--- config.mk ---
export PLATFORM = sky130hd
export DESIGN_NAME = rst_seq_flat
export DESIGN_NICKNAME = d
export VERILOG_FILES = /design/src/rtl/rst_seq_pkg.sv /design/src/rtl/rst_seq_if.sv /design/src/rtl/rst_seq_tmr.sv /design/src/rtl/rst_seq.sv /design/src/flat_wrapper.sv
export SDC_FILE = /design/constraint.sdc
export NUM_CORES = 1
export LEC_CHECK = 0
export ABC_AREA = 0
export CELL_PAD_IN_SITES_DETAIL_PLACEMENT = 1
export CELL_PAD_IN_SITES_GLOBAL_PLACEMENT = 2
export CORE_ASPECT_RATIO = 0.8
export CORE_MARGIN = 1
export CORE_UTILIZATION = 39
export CTS_BUF_LIST = sky130_fd_sc_hd__clkbuf_4 sky130_fd_sc_hd__clkbuf_8
export DETAILED_ROUTE_END_ITERATION = 10
export GPL_ROUTABILITY_DRIVEN = 0
export PLACE_DENSITY_LB_ADDON = 0.1
export SLEW_MARGIN = 10
export SYNTH_ARGS = -nofsm -noshare
export SYNTH_HDL_FRONTEND = slang
export SYNTH_SLANG_ARGS = --single-unit
--- constraint.sdc ---
create_clock -name clk_i -period 3.15 [get_ports clk_i]
set_clock_uncertainty 0.05 [all_clocks]
set_input_delay 0.945 -clock clk_i [delete_from_list [all_inputs] [get_ports clk_i]]
set_output_delay 0.945 -clock clk_i [all_outputs]
set_load 0.05 [all_outputs]
--- src/rtl/rst_seq_pkg.sv ---
// rst_seq_pkg: shared types and constants for the reset sequencer.
//   state_t  - sequencer states (RESET, ASSERT, RELEASE, RUN)
//   cause_t  - last reset cause reported on cause_o (POR, SW, WDT)
//   CAUSE_W  - width of the cause field
//   max_int  - elaboration-time helper used to size the hold/gap counter
package rst_seq_pkg;

  localparam int CAUSE_W = 2;

  typedef enum logic [1:0] {
    ST_RESET,
    ST_ASSERT,
    ST_RELEASE,
    ST_RUN
  } state_t;

  typedef enum logic [CAUSE_W-1:0] {
    CAUSE_POR = 2'd0,
    CAUSE_SW  = 2'd1,
    CAUSE_WDT = 2'd2
  } cause_t;

  function automatic int max_int(input int a, input int b);
    return (a > b) ? a : b;
  endfunction

endpackage

--- src/rtl/rst_seq_if.sv ---
// rst_seq_if: request/status bundle between the reset sequencer and its clients.
//   sw_req_i  - software reset request (single-cycle pulse)
//   wdt_req_i - watchdog reset request (level or pulse)
//   rst_n_o   - active-low per-domain resets, bit k released k-th
//   busy_o    - high while the sequencer is not in RUN
//   cause_o   - last reset cause
// With RST_SEQ_ACK_EN defined it also carries:
//   rst_ack_i - per-domain "out of reset" acknowledge (already synchronized)
//   err_o     - sticky acknowledge-timeout flag
// Modports: master = the requesting/observing side, slave = rst_seq itself.
interface rst_seq_if #(
  parameter int DOMAINS = 3
);
  import rst_seq_pkg::*;

  logic               sw_req_i;
  logic               wdt_req_i;
  logic [DOMAINS-1:0] rst_n_o;
  logic               busy_o;
  cause_t             cause_o;
`ifdef RST_SEQ_ACK_EN
  logic [DOMAINS-1:0] rst_ack_i;
  logic               err_o;

  modport master (output sw_req_i, wdt_req_i, rst_ack_i,
                  input  rst_n_o, busy_o, cause_o, err_o);
  modport slave  (input  sw_req_i, wdt_req_i, rst_ack_i,
                  output rst_n_o, busy_o, cause_o, err_o);
`else
  modport master (output sw_req_i, wdt_req_i,
                  input  rst_n_o, busy_o, cause_o);
  modport slave  (input  sw_req_i, wdt_req_i,
                  output rst_n_o, busy_o, cause_o);
`endif

endinterface

--- src/rtl/rst_seq_tmr.sv ---
// rst_seq_tmr: loadable down-counter with a zero flag.
//   clk_i, rst_i - clock and asynchronous active-high reset (count clears to 0)
//   load         - load 'value' into the counter (wins over en)
//   value        - load value
//   en           - decrement by one per edge; the count holds at zero
//   zero         - count is zero
module rst_seq_tmr #(
  parameter int W = 4
) (
  input  logic         clk_i,
  input  logic         rst_i,
  input  logic         load,
  input  logic [W-1:0] value,
  input  logic         en,
  output logic         zero
);

  logic [W-1:0] count;

  // NOTE: state registers use non-blocking (<=) so every flop samples the
  // pre-edge values; blocking here would create order-dependent races.
  always_ff @(posedge clk_i or posedge rst_i) begin
    if (rst_i) begin
      count <= '0;
    end else if (load) begin
      count <= value;
    end else if (en && (count != '0)) begin
      count <= count - W'(1);
    end
  end

  assign zero = (count == '0);

endmodule

--- src/rtl/rst_seq.sv ---
// rst_seq: ordered reset sequencer for DOMAINS downstream reset domains.
// All rst_n_o bits assert together on any reset cause (power-on rst_i, software
// request, watchdog request), stay asserted HOLD_CYC cycles, then release one
// domain per GAP_CYC cycles in index order; RUN follows GAP_CYC cycles after
// the last release. All outputs are registered.
//   clk_i  - free-running clock
//   rst_i  - asynchronous active-high power-on reset
//   bus    - rst_seq_if.slave (requests in; rst_n_o, busy_o, cause_o out)
// Optional feature macro RST_SEQ_ACK_EN: each release step additionally waits
// for rst_ack_i of the previously released domain, giving up after
// ACK_TIMEOUT extra cycles and raising the sticky err_o.
module rst_seq
  import rst_seq_pkg::*;
#(
  parameter int DOMAINS  = 3,
  parameter int HOLD_CYC = 16,
  parameter int GAP_CYC  = 4
`ifdef RST_SEQ_ACK_EN
  , parameter int ACK_TIMEOUT = 64
`endif
) (
  input logic     clk_i,
  input logic     rst_i,
  rst_seq_if.slave bus
);

  localparam int CNT_W = $clog2(max_int(HOLD_CYC, GAP_CYC) + 1);
  localparam int IDX_W = $clog2(DOMAINS + 1);
  localparam logic [CNT_W-1:0]   HOLD_LD  = CNT_W'(HOLD_CYC - 1);
  localparam logic [CNT_W-1:0]   GAP_LD   = CNT_W'(GAP_CYC - 1);
  localparam logic [IDX_W-1:0]   LAST_IDX = IDX_W'(DOMAINS);
  localparam logic [DOMAINS-1:0] BIT0     = DOMAINS'(1);

  state_t             state;
  cause_t             cause;
  logic [DOMAINS-1:0] rst_n;
  logic               busy;
  logic [IDX_W-1:0]   idx;   // number of domains already released

  logic               cnt_load;
  logic [CNT_W-1:0]   cnt_value;
  logic               cnt_zero;
  logic               wdt_hit;
  logic               sw_hit;
  logic               gap_done;
  logic               advance;

  // The watchdog is honoured everywhere except the one-cycle RESET state;
  // software requests only count in RUN and are otherwise dropped.
  assign wdt_hit  = bus.wdt_req_i && (state != ST_RESET);
  assign sw_hit   = bus.sw_req_i && (state == ST_RUN);
  assign gap_done = (state == ST_RELEASE) && cnt_zero;

`ifdef RST_SEQ_ACK_EN
  localparam int WAIT_W = $clog2(ACK_TIMEOUT + 1);

  logic ack_ok;
  logic waiting;
  logic wait_zero;
  logic timeout;
  logic err;

  // Acknowledge of the most recently released domain, bit idx-1.
  assign ack_ok  = |(bus.rst_ack_i & (BIT0 << (idx - IDX_W'(1))));
  assign waiting = gap_done && !ack_ok;
  assign timeout = waiting && wait_zero;
  assign advance = gap_done && (ack_ok || timeout);

  // Kept preloaded with ACK_TIMEOUT while not waiting, so it reaches zero
  // after exactly ACK_TIMEOUT waiting cycles.
  rst_seq_tmr #(.W(WAIT_W)) u_wait_tmr (
    .clk_i (clk_i),
    .rst_i (rst_i),
    .load  (!waiting),
    .value (WAIT_W'(ACK_TIMEOUT)),
    .en    (waiting),
    .zero  (wait_zero)
  );

  assign bus.err_o = err;
`else
  assign advance = gap_done;
`endif

  // NOTE: every signal written here gets a default first, so no path through
  // the block leaves it unassigned and no latch is inferred.
  always_comb begin
    cnt_load  = 1'b0;
    cnt_value = HOLD_LD;
    if ((state == ST_RESET) || wdt_hit || sw_hit) begin
      cnt_load = 1'b1;
    end else if (((state == ST_ASSERT) && cnt_zero) ||
                 (advance && (idx != LAST_IDX))) begin
      cnt_load  = 1'b1;
      cnt_value = GAP_LD;
    end
  end

  rst_seq_tmr #(.W(CNT_W)) u_cnt_tmr (
    .clk_i (clk_i),
    .rst_i (rst_i),
    .load  (cnt_load),
    .value (cnt_value),
    .en    ((state == ST_ASSERT) || (state == ST_RELEASE)),
    .zero  (cnt_zero)
  );

  always_ff @(posedge clk_i or posedge rst_i) begin
    if (rst_i) begin
      state <= ST_RESET;
      rst_n <= '0;
      busy  <= 1'b1;
      cause <= CAUSE_POR;
      idx   <= '0;
`ifdef RST_SEQ_ACK_EN
      err   <= 1'b0;
`endif
    end else begin
`ifdef RST_SEQ_ACK_EN
      err <= err | timeout;
`endif
      if (wdt_hit || sw_hit) begin
        // Watchdog beats a simultaneous software request.
        state <= ST_ASSERT;
        rst_n <= '0;
        busy  <= 1'b1;
        cause <= wdt_hit ? CAUSE_WDT : CAUSE_SW;
        idx   <= '0;
      end else begin
        case (state)
          ST_RESET: state <= ST_ASSERT;
          ST_ASSERT: begin
            if (cnt_zero) begin
              state <= ST_RELEASE;
              rst_n <= BIT0;
              idx   <= IDX_W'(1);
            end
          end
          ST_RELEASE: begin
            if (advance) begin
              if (idx == LAST_IDX) begin
                state <= ST_RUN;
                busy  <= 1'b0;
              end else begin
                rst_n <= rst_n | (BIT0 << idx);
                idx   <= idx + IDX_W'(1);
              end
            end
          end
          default: ;  // ST_RUN: hold until a request arrives
        endcase
      end
    end
  end

  assign bus.rst_n_o = rst_n;
  assign bus.busy_o  = busy;
  assign bus.cause_o = cause;

endmodule

--- src/flat_wrapper.sv ---
// flat-port wrapper written by rule: the top's interface ports become plain ports
module rst_seq_flat import rst_seq_pkg::*;
#(
  parameter int DOMAINS  = 3,
  parameter int HOLD_CYC = 16,
  parameter int GAP_CYC  = 4

)
  (clk_i, rst_i, bus_sw_req_i, bus_wdt_req_i, bus_rst_n_o, bus_busy_o, bus_cause_o);
  rst_seq_if #(.DOMAINS(DOMAINS)) bus_i ();
  input logic clk_i;
  input logic rst_i;
  input wire logic [$bits(bus_i.sw_req_i)-1:0] bus_sw_req_i;
  input wire logic [$bits(bus_i.wdt_req_i)-1:0] bus_wdt_req_i;
  output wire logic [$bits(bus_i.rst_n_o)-1:0] bus_rst_n_o;
  output wire logic [$bits(bus_i.busy_o)-1:0] bus_busy_o;
  output wire logic [$bits(bus_i.cause_o)-1:0] bus_cause_o;
  assign bus_i.sw_req_i = bus_sw_req_i;
  assign bus_i.wdt_req_i = bus_wdt_req_i;
  assign bus_rst_n_o = bus_i.rst_n_o;
  assign bus_busy_o = bus_i.busy_o;
  assign bus_cause_o = bus_i.cause_o;
  rst_seq #(.DOMAINS(DOMAINS), .HOLD_CYC(HOLD_CYC), .GAP_CYC(GAP_CYC)) u_core (.clk_i(clk_i), .rst_i(rst_i), .bus(bus_i));
endmodule
==> Word level (Yosys, flattened, before mapping) <==
Cells that the tools add are included.
{ "op_classes": {"eq_ne": 9, "n_addsub": 2, "bitwise_logic": 1, "mux": 26, "n_reduce_logical": 24, "n_shift": 1} }
{ "ops": {"columns": ["cell", "n"], "rows": [
  ["2-to-1 mux 2 bit", 9],
  ["2-to-1 mux 5 bit", 3],
  ["2-to-1 mux 3 bit", 4],
  ["nonzero test 2 bit", 5],
  ["AND reduction 4 bit", 2],
  ["equality test 2 bit, second input constant", 3],
  ["logical AND 1 bit", 6],
  ["2-to-1 mux 1 bit", 6],
  ["inequality test 3 x 2 -> 1 bit, second input constant", 2],
  ["inequality test 3 bit, second input constant", 2],
  ["case mux 2 bit (3 select lines)", 1],
  ["case mux 3 bit (2 select lines)", 1],
  ["logical NOT 5 bit", 1],
  ["logical OR 1 bit", 5],
  ["nonzero test 5 bit", 1],
  ["subtractor 5 x 1 -> 5 bit, second input constant", 1],
  ["2-to-1 mux 4 bit", 1],
  ["case mux 2 bit (2 select lines)", 1],
  ["nonzero test 4 bit", 1],
  ["bitwise OR 3 bit", 1],
  ["AND reduction 3 bit", 1],
  ["nonzero test 3 bit", 1],
  ["left shift 1 x 2 -> 3 bit, first input constant", 1],
  ["adder 2 x 1 -> 2 bit, second input constant", 1],
  ["other kinds (3)", 3]
]} }
{ "word_totals": {"word_cells": 69, "in_bits": 4, "ff_bits": 15} }

==> Logic depth before layout (Yosys ltp) <==
{ "depth": {"ltp_word": 7, "depth_mapped": 7, "mapped_depth_nobuf": 6} }

==> Cells and area by module <==
A second synthesis with hierarchy kept.
{ "unflattened": {"hier_cells": 98, "hier_area_um2": 924.6} }
{ "by_module_without_submodules": {"columns": ["module", "area_each_um2", "instances", "seq_area_each_um2", "cells_per_inst"], "rows": [
  ["rst_seq", 621.8, 1, 251.5, 65],
  ["rst_seq_tmr", 302.8, 1, 125.1, 33]
]} }

==> Worst setup path after synthesis <==
No wires, ideal clock.
{ "synth_timing": {"path_kind": "input to register", "from": "in bus_sw_req_i", "to": "reg u_core.state[1]", "required_time_ps": 2974, "path_slack_ps": 1153, "path_stages": 4, "arrival_ps": 1821, "path_cell_list": "a211oi_2 > and3_1 > a31oi_1 > a221o_1"} }
{ "synth_between": {"elab_chain_len": 4, "elab_cells_between_ends": 8, "classes_between": "3 x eq/ne; 1 x mux; 4 x reduce/logical"} }
{ "synth_rtl": {"columns": ["element", "line", "rtl"], "rows": [
  ["start, declared", "flat_wrapper.sv:13", "input wire logic [$bits(bus_i.sw_req_i)-1:0] bus_sw_req_i;"],
  ["logical AND 1 bit *", "rst_seq.sv:51", "assign sw_hit = bus.sw_req_i && (state == ST_RUN);"],
  ["logical OR 1 bit *", "rst_seq.sv:122", "if (wdt_hit || sw_hit) begin"],
  ["inequality test 3 x 2 -> 1 bit (no line) (tied with other cells)", null, null],
  ["AND reduction 4 bit (no line)", null, null],
  ["end signal, assigned", "rst_seq.sv:124", "state <= ST_ASSERT;"],
  ["end signal, assigned", "rst_seq.sv:131", "ST_RESET: state <= ST_ASSERT;"],
  ["end signal, assigned", "rst_seq.sv:134", "state <= ST_RELEASE;"],
  ["end, declared", "rst_seq.sv:34", "state_t state;"]
]} }
Mark *: on every way between the ends. The rest lies on a longest branch, timed or not.
A chain may end at the register's enable or synchronous reset.

==> Worst setup path after layout <==
{ "layout_timing": {"from": "reg u_core.busy, in the netlist u_core.bus.busy_o", "to": "out bus_busy_o"} }
{ "layout_rtl": {"columns": ["element", "line", "rtl"], "rows": [
  ["start, declared", "rst_seq.sv:37", "logic busy;"],
  ["start signal, assigned", "rst_seq.sv:112", "busy <= 1'b1;"],
  ["start signal, assigned", "rst_seq.sv:126", "busy <= 1'b1;"],
  ["start signal, assigned", "rst_seq.sv:143", "busy <= 1'b0;"],
  ["end, declared", "flat_wrapper.sv:16", "output wire logic [$bits(bus_i.busy_o)-1:0] bus_busy_o;"]
]} }
No word-level cell between the ends.

==> reports/results.ini <==
[setup_path]
cp.arrival_ns=1.63
path_class=flop to output pin
endpoint=bus_busy_o
reg2reg_to=u_core.idx[1]$_DFFE_PP0P_
slowest_stage=clkdlybuf4s50_1
critPathLaunchType=flop
worstPathMaxFanout=2
cpPeakStageDelay_ns=0.80
path_delay_family=buffers and inverters
reg2regPathDepth=6
cp-end-kind=output pin
r2r-start=u_core.u_cnt_tmr.count[0]$_DFFE_PP0P_
r2r_setup_slack_ns=1.23
worstPathRequired_ns=2.15
crit_cells=1
path_buf_inv=1
cp-startpoint=u_core.bus.busy_o$_DFFE_PP1P_
crit_chain=clkdlybuf4s50_1

[drt]
vias=741
totalWireLength_um=2080
antenna_left=0
met1_length_um=1100
wl_met2_um=869
topRoutingLayerUsed=met4
drt-initial-drc-count=6
drtPass1Iterations=4
routedWlPerCell_um=15.5
drc_errors=0
met3_length_um=70
vias_per_cell=5.53

[cts]
cts_tree=built
ctsHtreeMaxLevel=1
worstSkewPairLatency_ns=0.30
clk_pin_slew_worst_paths_ns=0.10
cts_buffers=3
root_buffer=clkbuf_4
cts_resized=0
clock-sinks=15
postCtsSetupBuffers=0
holdBufCountCts=0
cts_buffer_depth=2

[outcome]
status=complete, no violations

[synthesis]
synth_area_leader_cell=dfrtp_1
synth_compound_area_share_pct=20.5
ys_warn_count=0
synth-seq-area-share_pct=41.0
syn_inst=97
synth_top_family_by_area=compound AO/OA/AOI/OAI gates
async_flop_share_pct=100
synthAdderAreaFrac_pct=12.2
synth_mux_area_share_pct=1.22
ys_types=32
synth-main-ff-cell=dfrtp_1
yosys_register_bits=15
synth_top_cells_by_area=dfrtp_1 (38%), ha_1 (12%), a21oi_1 (5.4%), inv_1 (4.9%), nand2_1 (4.5%)
netlist.area_leader.share_pct=38.1
avgSynthCellArea_um2=9.48
synth_xor_area_share_pct=0
syn_area_um2=920
synth_nets=110
synth_edf_count=0
yosys.area_share.simple_pct=19.2

[timing]
fin_crit_ns=2.63
slew_headroom_pct=58.2
hold_ws_ns=0.433
fmax_mhz=381
finalHoldViolations=0
setup_viol=0
setup_tns_ns=0
rsz0062_at_grt=false
slew_viol_final=0
fin_crit_sh_pct=83.4
tightest_slew_ns=0.627

[die]
start_util_pct=41.9
die_x_um=56.3
rows=15
die_area_um2=2560
core_area_um2=2200
die-height_um=45.4
num_io_pins=10

[power]
swShare_pct=26.5
comb_power_share_pct=9.5
total_power_w=0.000350
p_switching_w=0.0000927
powerDensity_nw_per_um2=328
clkPwrFrac_pct=33.2
leakage_nw=0.469
ir_drop_uv=191
seq_power_share_pct=57.2
p_int_w=0.000257

[layout]
design_area_um2=1070
syn_to_final_growth_pct=16.1
layout.nets=123
layout_commonest_cell=dfrtp_1
final_layout_size_suffix_gt1_share_pct=11.0
mostFrequentLayoutCells=dfrtp_1 (14), inv_1 (12), nand2_1 (11)
num_antenna_cells=0
fill_cells=273

[run]
cap_violations=0

[place]
place_area_um2=1040
io_buffers=9
dp_hpwl_um=1580

[global_route]
grt-ovfl-total=0
grt_max_degree=16
grt_pass1_vias=743
grtUsageTotal_pct=19.4
antenna_found_initial=0
grt_pass1_wl_um=3570

[min_path]
hold_class=flop to flop
hold_depth=2

==> sequential cells by signal, summed over array words and instances, names as in the netlist <==
signal and count:
u_core.bus.busy_o 1, u_core.idx 2, u_core.u_cnt_tmr.count 5, u_core.bus.cause_o 2, u_core.state 2, u_core.bus.rst_n_o 3
==> synthesized netlist by cell type, types with 2 or more instances <==
cell and count:
a21oi_1 10, a31oi_1 2, and3_1 2, dfrtp_1 14
ha_1 9, inv_1 12, nand2_1 11, nand2b_1 4
nand3_1 3, nor2_1 2, nor3_1 2, o21ai_0 4
o21ai_1 2, o31ai_1 2
==> metrics by stage <==
| step | setup slack (ns) | instances | utilization [%] |
|---|---|---|---|
| floorplan | 1.15 | 97 | - |
| global placement | 0.608 | 130 | 47.4 |
| detailed placement | 0.558 | 130 | 47.4 |
| CTS | 0.510 | 134 | 48.6 |
| global route | 0.482 | 134 | 48.6 |
| finish | 0.523 | 134 | 48.6 |
==> power groups by stage <==
| stage | clock network (W) | logic (W) | registers, W |
|---|---|---|---|
| final | 0.000116 | 0.0000334 | 0.000200 |
| after global placement | 0 | 0.0000335 | 0.000204 |
| after floorplan | 0 | 0.0000178 | 0.000206 |
| after detailed placement | 0 | 0.0000338 | 0.000204 |
| after global routing | 0.000127 | 0.0000379 | 0.000201 |
| after CTS | 0.000124 | 0.0000341 | 0.000200 |
==> cells by family after synthesis <==
kind of cell / count (synthesis)
AOI/OAI and AO/OA: 28
muxes: 1
and+or+nand+nor: 30
adders and majority gates: 9
buffers and inverters: 14
DFF: 15
==> worst min path at each step <==
stage,from,end,slack [ns]
2_1_floorplan,u_core.u_cnt_tmr.count[1]$_DFFE_PP0P_,u_core.u_cnt_tmr.count[1]$_DFFE_PP0P_,0.48
3_3_place_gp,u_core.bus.cause_o[1]$_DFFE_PP0P_,u_core.bus.cause_o[1]$_DFFE_PP0P_,0.41
3_5_place_dp,u_core.bus.cause_o[1]$_DFFE_PP0P_,u_core.bus.cause_o[1]$_DFFE_PP0P_,0.41
4_1_cts,u_core.bus.cause_o[1]$_DFFE_PP0P_,u_core.bus.cause_o[1]$_DFFE_PP0P_,0.44
5_1_grt,u_core.bus.cause_o[1]$_DFFE_PP0P_,u_core.bus.cause_o[1]$_DFFE_PP0P_,0.47
6_report,u_core.bus.cause_o[1]$_DFFE_PP0P_,u_core.bus.cause_o[1]$_DFFE_PP0P_,0.43
==> cell type report <==
| class | count | area, um2 | area share, % |
|---|---|---|---|
| multi-input cells | 68 | 489 | 45.8 |
| flip-flops and latches | 15 | 377 | 35.3 |
| repair buffers | 10 | 97.6 | 9.14 |
| inverters | 12 | 45.0 | 4.22 |
| well taps | 25 | 31.3 | 2.93 |
| clock buffers | 3 | 22.5 | 2.11 |
| clock inverters | 1 | 5.00 | 0.469 |
==> metal layers <==
layer  up-vias  global-route usage [%]
met4         0                    7.32
met5         -                       0
met1       358                    26.6
met2        12                    30.0
met3         5                    5.11
li1        366                       -
No activity file was read; power rests on OpenSTA's default activity.
